--- src/rtl/sevenseg_scan_if.sv ---
// Bus bundle between a display client and the seven-segment scan controller.
interface sevenseg_scan_if #(
    parameter int unsigned DIGITS = 8
);
    logic                  enable;
    logic                  load;
    logic [4*DIGITS-1:0]   value;
    logic [DIGITS-1:0]     dp_in;
    logic                  lz_blank;
    logic [3:0]            digit_data;
    logic [DIGITS-1:0]     an_n;
    logic                  dp_n;
    logic                  frame_tick;

    modport master (
        output enable, load, value, dp_in, lz_blank,
        input  digit_data, an_n, dp_n, frame_tick
    );

    modport slave (
        input  enable, load, value, dp_in, lz_blank,
        output digit_data, an_n, dp_n, frame_tick
    );
endinterface

--- src/rtl/sevenseg_scan.sv ---
// Time-multiplexed scan controller for a common-anode multi-digit
// seven-segment display. Updates are latched into a shadow register and
// promoted to the display register only at frame boundaries.
module sevenseg_scan #(
    parameter int unsigned DIGITS       = 8,
    parameter int unsigned REFRESH_DIV  = 100000,
    parameter int unsigned BLANK_CYCLES = 1000
) (
    input  logic           clk,
    input  logic           rst_n,
    sevenseg_scan_if.slave bus
);
    localparam int unsigned CW = (REFRESH_DIV > 1) ? $clog2(REFRESH_DIV) : 1;
    localparam int unsigned IW = $clog2(DIGITS);
    localparam logic [CW-1:0] SHOW_LAST = CW'(REFRESH_DIV - BLANK_CYCLES - 1);
    localparam logic [CW-1:0] SLOT_LAST = CW'(REFRESH_DIV - 1);
    localparam logic [IW-1:0] IDX_LAST  = IW'(DIGITS - 1);

    typedef enum logic [1:0] {IDLE, SHOW, BLANK} state_t;

    state_t              state, state_d;
    logic [CW-1:0]       cnt, cnt_d;
    logic [IW-1:0]       idx, idx_d;
    logic [4*DIGITS-1:0] sh_val, sh_val_d, disp_val, disp_val_d;
    logic [DIGITS-1:0]   sh_dp, sh_dp_d, disp_dp, disp_dp_d;
    logic                boundary;

    logic [3:0]          nib [DIGITS];
    logic [DIGITS-1:0]   lz_mask;
    logic                zero_run;

    logic [3:0]          data_q, data_d;
    logic [DIGITS-1:0]   an_q, an_d;
    logic                dp_q, dp_d;
    logic                tick_q, tick_d;

    // Next-state logic for scan position, shadow and display registers.
    always_comb begin
        boundary   = (state == BLANK) && (cnt == SLOT_LAST) && (idx == IDX_LAST);
        sh_val_d   = bus.load ? bus.value : sh_val;
        sh_dp_d    = bus.load ? bus.dp_in : sh_dp;
        // Using the post-load shadow gives the same-cycle bypass for a
        // load that lands exactly on the frame boundary.
        disp_val_d = disp_val;
        disp_dp_d  = disp_dp;
        if ((state == IDLE) || boundary) begin
            disp_val_d = sh_val_d;
            disp_dp_d  = sh_dp_d;
        end

        state_d = state;
        cnt_d   = cnt;
        idx_d   = idx;
        if (!bus.enable) begin
            state_d = IDLE;
            cnt_d   = '0;
            idx_d   = '0;
        end else begin
            unique case (state)
                IDLE: begin
                    state_d = SHOW;
                    cnt_d   = '0;
                    idx_d   = '0;
                end
                SHOW: begin
                    cnt_d = cnt + 1'b1;
                    if (cnt == SHOW_LAST) state_d = BLANK;
                end
                BLANK: begin
                    if (cnt == SLOT_LAST) begin
                        cnt_d   = '0;
                        idx_d   = (idx == IDX_LAST) ? '0 : idx + 1'b1;
                        state_d = SHOW;
                    end else begin
                        cnt_d = cnt + 1'b1;
                    end
                end
                default: state_d = IDLE;
            endcase
        end
    end

    // Output values derived from the upcoming state so registered outputs line up with it.
    always_comb begin
        for (int unsigned k = 0; k < DIGITS; k++) begin
            nib[k] = disp_val_d[4*k +: 4];
        end
        zero_run = 1'b1;
        lz_mask  = '0;
        for (int unsigned k = 0; k < DIGITS; k++) begin
            zero_run = zero_run && (nib[DIGITS-1-k] == 4'h0);
            lz_mask[DIGITS-1-k] = zero_run && bus.lz_blank && (k != DIGITS - 1);
        end

        data_d = data_q;
        an_d   = '1;
        dp_d   = dp_q;
        tick_d = 1'b0;
        unique case (state_d)
            SHOW: begin
                data_d = nib[idx_d];
                if (lz_mask[idx_d]) begin
                    dp_d = 1'b1;
                end else begin
                    an_d[idx_d] = 1'b0;
                    dp_d        = ~disp_dp_d[idx_d];
                end
            end
            BLANK: begin
                tick_d = (cnt_d == SLOT_LAST) && (idx_d == IDX_LAST);
            end
            default: begin
                dp_d = 1'b1;
            end
        endcase
    end

    // State, counters, data registers and registered outputs.
    always_ff @(posedge clk or negedge rst_n) begin
        if (!rst_n) begin
            state    <= IDLE;
            cnt      <= '0;
            idx      <= '0;
            sh_val   <= '0;
            sh_dp    <= '0;
            disp_val <= '0;
            disp_dp  <= '0;
            data_q   <= '0;
            an_q     <= '1;
            dp_q     <= 1'b1;
            tick_q   <= 1'b0;
        end else begin
            state    <= state_d;
            cnt      <= cnt_d;
            idx      <= idx_d;
            sh_val   <= sh_val_d;
            sh_dp    <= sh_dp_d;
            disp_val <= disp_val_d;
            disp_dp  <= disp_dp_d;
            data_q   <= data_d;
            an_q     <= an_d;
            dp_q     <= dp_d;
            tick_q   <= tick_d;
        end
    end

    assign bus.digit_data = data_q;
    assign bus.an_n       = an_q;
    assign bus.dp_n       = dp_q;
    assign bus.frame_tick = tick_q;
endmodule

--- src/flat_wrapper.sv ---
// flat-port wrapper written by rule: the top's interface ports become plain ports
module sevenseg_scan_flat 
#(
    parameter int unsigned DIGITS       = 8,
    parameter int unsigned REFRESH_DIV  = 100000,
    parameter int unsigned BLANK_CYCLES = 1000
)
  (clk, rst_n, bus_enable, bus_load, bus_value, bus_dp_in, bus_lz_blank, bus_digit_data, bus_an_n, bus_dp_n, bus_frame_tick);
  sevenseg_scan_if #(.DIGITS(DIGITS)) bus_i ();
  input  logic clk;
  input  logic rst_n;
  input wire logic [$bits(bus_i.enable)-1:0] bus_enable;
  input wire logic [$bits(bus_i.load)-1:0] bus_load;
  input wire logic [$bits(bus_i.value)-1:0] bus_value;
  input wire logic [$bits(bus_i.dp_in)-1:0] bus_dp_in;
  input wire logic [$bits(bus_i.lz_blank)-1:0] bus_lz_blank;
  output wire logic [$bits(bus_i.digit_data)-1:0] bus_digit_data;
  output wire logic [$bits(bus_i.an_n)-1:0] bus_an_n;
  output wire logic [$bits(bus_i.dp_n)-1:0] bus_dp_n;
  output wire logic [$bits(bus_i.frame_tick)-1:0] bus_frame_tick;
  assign bus_i.enable = bus_enable;
  assign bus_i.load = bus_load;
  assign bus_i.value = bus_value;
  assign bus_i.dp_in = bus_dp_in;
  assign bus_i.lz_blank = bus_lz_blank;
  assign bus_digit_data = bus_i.digit_data;
  assign bus_an_n = bus_i.an_n;
  assign bus_dp_n = bus_i.dp_n;
  assign bus_frame_tick = bus_i.frame_tick;
  sevenseg_scan #(.DIGITS(DIGITS), .REFRESH_DIV(REFRESH_DIV), .BLANK_CYCLES(BLANK_CYCLES)) u_core (.clk(clk), .rst_n(rst_n), .bus(bus_i));
endmodule
--- config.mk ---
export PLATFORM = sky130hd
export DESIGN_NAME = sevenseg_scan_flat
export DESIGN_NICKNAME = d
export VERILOG_FILES = /design/src/rtl/sevenseg_scan_if.sv /design/src/rtl/sevenseg_scan.sv /design/src/flat_wrapper.sv
export SDC_FILE = /design/constraint.sdc
export NUM_CORES = 1
export LEC_CHECK = 0
export BUFFER_PORTS_ARGS = -buffer_cell sky130_fd_sc_hd__buf_2
export CAP_MARGIN = 20
export CORE_ASPECT_RATIO = 1.5
export CORE_MARGIN = 5
export CORE_UTILIZATION = 40
export CTS_CLUSTER_DIAMETER = 200
export CTS_CLUSTER_SIZE = 14
export DETAILED_ROUTE_END_ITERATION = 6
export GPL_TIMING_DRIVEN = 0
export PLACE_DENSITY = 0.56
export SLEW_MARGIN = 15
export SYNTH_ARGS = -nofsm -noshare
export SYNTH_HDL_FRONTEND = slang
export SYNTH_SLANG_ARGS = --single-unit
export TNS_END_PERCENT = 1
--- constraint.sdc ---
create_clock -name clk -period 3.92 [get_ports clk]
set_input_delay 0.392 -clock clk [delete_from_list [all_inputs] [get_ports clk]]
set_output_delay 0.392 -clock clk [all_outputs]
set_load 0.01 [all_outputs]
==> reports/qor.txt <==
Top FF cell, synth: dfrtp_1
setup TNS: 0 ns
total of max-cap violations: 0
ANT cells: 0
Die Wd: 107.2 microns
syn nets: 557
Clock Sinks: 116
drt pass-1 iters: 4
routed vias/inst: 5.330
EDFF count, synth: 0
DRC viols: 0
part of the power in combinational logic: 0.103
worst skew pair latency: 0.42 ns
kind of critical path: in -> reg
hpwl dp: 11120 microns
largest net degree at the start of global routing: 63
share of cells above drive strength 1: 0.2750
via count: 4221
Worst-Margin Slew: 0.8593 ns
max-slew violations: 0
reg-to-reg slack, setup: 0.48 ns
maximum VDD drop: 0.2401 mV
Final Setup Violations: 0
Max Clk Rate: 0.2907 GHz
multi-input logic area: 2559 sq um
NetSw: 0.0007665 W
crit path launch type: input pin
gpl congestion: 0.9110
outcome: finished clean
worst rel slew slack: 0.4259
initial core utilization: 0.4053
core footprint: 13990 sq um
Final Critical Period: 3.440 ns
simple-gate area share of the yosys netlist: 0.1566
initial DRC count: 175
Detailed Route WL: 14790 microns
post-synthesis instance area: 5672 sq um
clk buf depth: 2
Netlist cell types: 69
RSZ-0062 raised after global routing: false
sw frac: 0.2364
combinational family with the most area after synthesis: multiplexers
root buf cell: clkbuf_16
Post-Synth XOR/XNOR Area: 0.02625
Synth Register Bits: 116
Ports: 59
sequential share of the synthesized area: 0.5138
CP Capture Type: flop
initial antenna violation count: 0
Async SR Flop Fraction: 1.000
Cells after Synth: 509
Final Hold Vio Count: 0
R2R depth: 9
clock skew: 0.007628 ns
capturing point of the worst reg2reg path: u_core.bus.dp_n
# fillers: 1288
register area: 2914 sq um
Final Cycle Share: 0.8775
mux cell area share after synthesis: 0.1615
global-route usage over all layers: 0.1885
Die Y: 155.8 microns
Cell Pwr Density: 474.4 nW/um^2
first-pass GRT wire length: 24040 microns
# rows: 53
Worst EP arrival: 3.78 ns
Wirelength per Cell: 18.68 microns
synthesized area per cell: 11.14 sq um
Die Area: 16710 sq um
area delta synth->final: 20.49%
CTS tree: yes
Overflow after GRT: 0
Hold Crit Class: in -> reg
maximum fanout along the worst path: 10
Post-DRT Antenna Nets: 0
clock share of power: 0.479
number of global-route vias before repair: 4584
Synth Warn #: 0
Worst-path clk slew: 0.06 ns
DP Area: 6231 sq um
Hold EP: u_core.sh_dp[2]
Compound-Gate Fraction of Synth Area: 0.1002
Hold Startpoint: bus_dp_in[2]
number of port buffers: 57
CTS buffer count: 17
CTS H-tree depth: 4
P_int: 0.002475 W
sequential power share: 0.418
Hold Path Depth: 3
fin area: 6834 sq um
RR Startpoint: u_core.cnt[5]
Final #Nets: 635
Leak: 2.933 nW
adder-cell share of the synthesized area: 0.006618
WP data required: 4.26 ns
-- worst max path at each step --
stage,start,endpoint,slack (ns),cells after the start
finish,bus_load,u_core.bus.dp_n,0.48,9
global route,u_core.cnt[3],u_core.bus.dp_n,0.12,10
CTS,u_core.cnt[5],u_core.bus.dp_n,0.50,9
detailed placement,bus_load,u_core.bus.dp_n,0.16,9
global placement,bus_load,u_core.bus.dp_n,0.15,9
floorplan,u_core.cnt[11],u_core.bus.digit_data[2],1.0,7
-- critical path, stage by stage --
cell and delay, ns:
buf_2 0.09, buf_2 0.27, buf_1 0.62, clkbuf_1 0.55, a22oi_1 0.32, o41a_1 0.40, a2111oi_0 0.68, o22ai_1 0.26
a31oi_1 0.18
-- cells in the mapped netlist, drive strengths merged (2+ instances only) --
master,n,area (sq um)
o211ai,4,30.03
mux2i,21,210.2
o311a,3,30.03
nand2b,2,12.51
o21a,7,52.55
a21oi,10,53.80
o41a,2,22.52
buf,13,77.57
nand2,21,78.83
a21boi,3,22.52
dfstp,9,236.5
nor3,11,66.32
or4,2,18.77
dfrtp,107,2678
a211oi,11,100.1
and2,4,25.02
mux4,7,176.4
o21ai,4,23.77
nand3,13,65.06
nand4b,4,35.03
nor4,18,118.9
ha,3,37.54
and3,3,18.77
mux2,47,529.3
a21o,5,37.54
xor2,6,52.55
xnor2,11,96.34
nand4,9,56.30
inv,20,75.07
nor3b,2,20.02
a211o,5,43.79
a2111oi,4,35.03
clkbuf,12,46.29
nor2,87,326.6
-- routing by layer --
metal,vias up,share of wire,track usage
met5,-,0,0
met4,0,0.050,0.1109
met3,33,0.041,0.04928
met2,110,0.52,0.3235
met1,2077,0.39,0.2086
li1,2001,-,-
-- kinds of logic (layout without fill, tap and decap cells) --
group,after synthesis,count (layout)
mux,75,75
flops,116,116
simple gates,182,182
compound gates,71,71
xor+xnor,17,17
buf+inv,45,136
fa+ha+maj,3,3
-- flip-flops by register name, indices dropped and copies added, names as in the netlist, 3 cells and up --
signal	flops
u_core.sh_dp	8
u_core.bus.digit_data	4
u_core.disp_val	32
u_core.cnt	17
u_core.bus.an_n	8
u_core.disp_dp	8
u_core.sh_val	32
u_core.idx	3
-- what timing repair did --
action | in CTS | in global routing
hold buffers | 1 | 0
endpoints found under the hold margin | 54 | 0
resized for setup | 0 | 0
setup buffers | 0 | 0
-- cell type report --
class                   instances  share of cell area
clock buffers                  21             0.06737
inverters                      20             0.01098
flip-flops and latches        116              0.4264
well taps                     192             0.03515
plain buffers                  25             0.01813
clock inverters                11             0.01941
repair buffers                 59             0.04815
multi-input cells             348              0.3744
-- placed cells by master (no fill, tap or decap), types with 2 or more instances in the layout --
cell,netlist,routed
a2111oi_0,4,4
a211o_1,5,5
a211oi_1,9,9
a21boi_0,2,2
a21o_1,5,5
a21oi_1,9,9
and2_1,4,4
and3_1,3,3
buf_1,5,5
buf_2,5,61
buf_6,1,2
bufinv_16,0,3
clkbuf_1,11,13
clkbuf_16,0,17
clkbuf_8,0,2
clkinv_2,0,7
dfrtp_1,107,107
dfstp_2,9,9
ha_1,3,3
inv_1,20,20
mux2_2,47,47
mux2i_1,21,21
mux4_1,5,5
mux4_2,2,2
nand2_1,21,21
nand2b_1,2,2
nand3_1,13,13
nand4_1,9,9
nand4b_1,4,4
nor2_1,87,87
nor3_1,10,10
nor4_1,17,17
o211ai_1,4,4
o21a_1,7,7
o21ai_0,2,2
o311a_1,3,3
o41a_1,2,2
xnor2_1,11,11
xor2_1,6,6
-- power by group through the flow --
stage          clock network, W  registers (W)  logic [W]
2_1_floorplan                 0        0.00136   0.000206
3_3_place_gp                  0        0.00137   0.000324
3_5_place_dp                  0        0.00137   0.000336
4_1_cts                 0.00158        0.00136   0.000338
5_1_grt                 0.00164        0.00137   0.000372
6_report                0.00155        0.00136   0.000333
-- stage by stage --
stage / power, W / hold slack, ns / cells / util / setup slack, ns
final: 0.003242 / 0.2134 / 792 / 0.4884 / 0.4802
after floorplan: 0.001567 / 0.09641 / 509 / - / 0.9958
after global placement: 0.001694 / 0.4633 / 758 / 0.4429 / 0.1498
after global routing: 0.003379 / 0.2280 / 792 / 0.4884 / 0.1167
after detailed placement: 0.001710 / 0.3890 / 759 / 0.4453 / 0.1568
after CTS: 0.003272 / 0.2129 / 792 / 0.4884 / 0.4998
(Power assumes the default switching activity.)
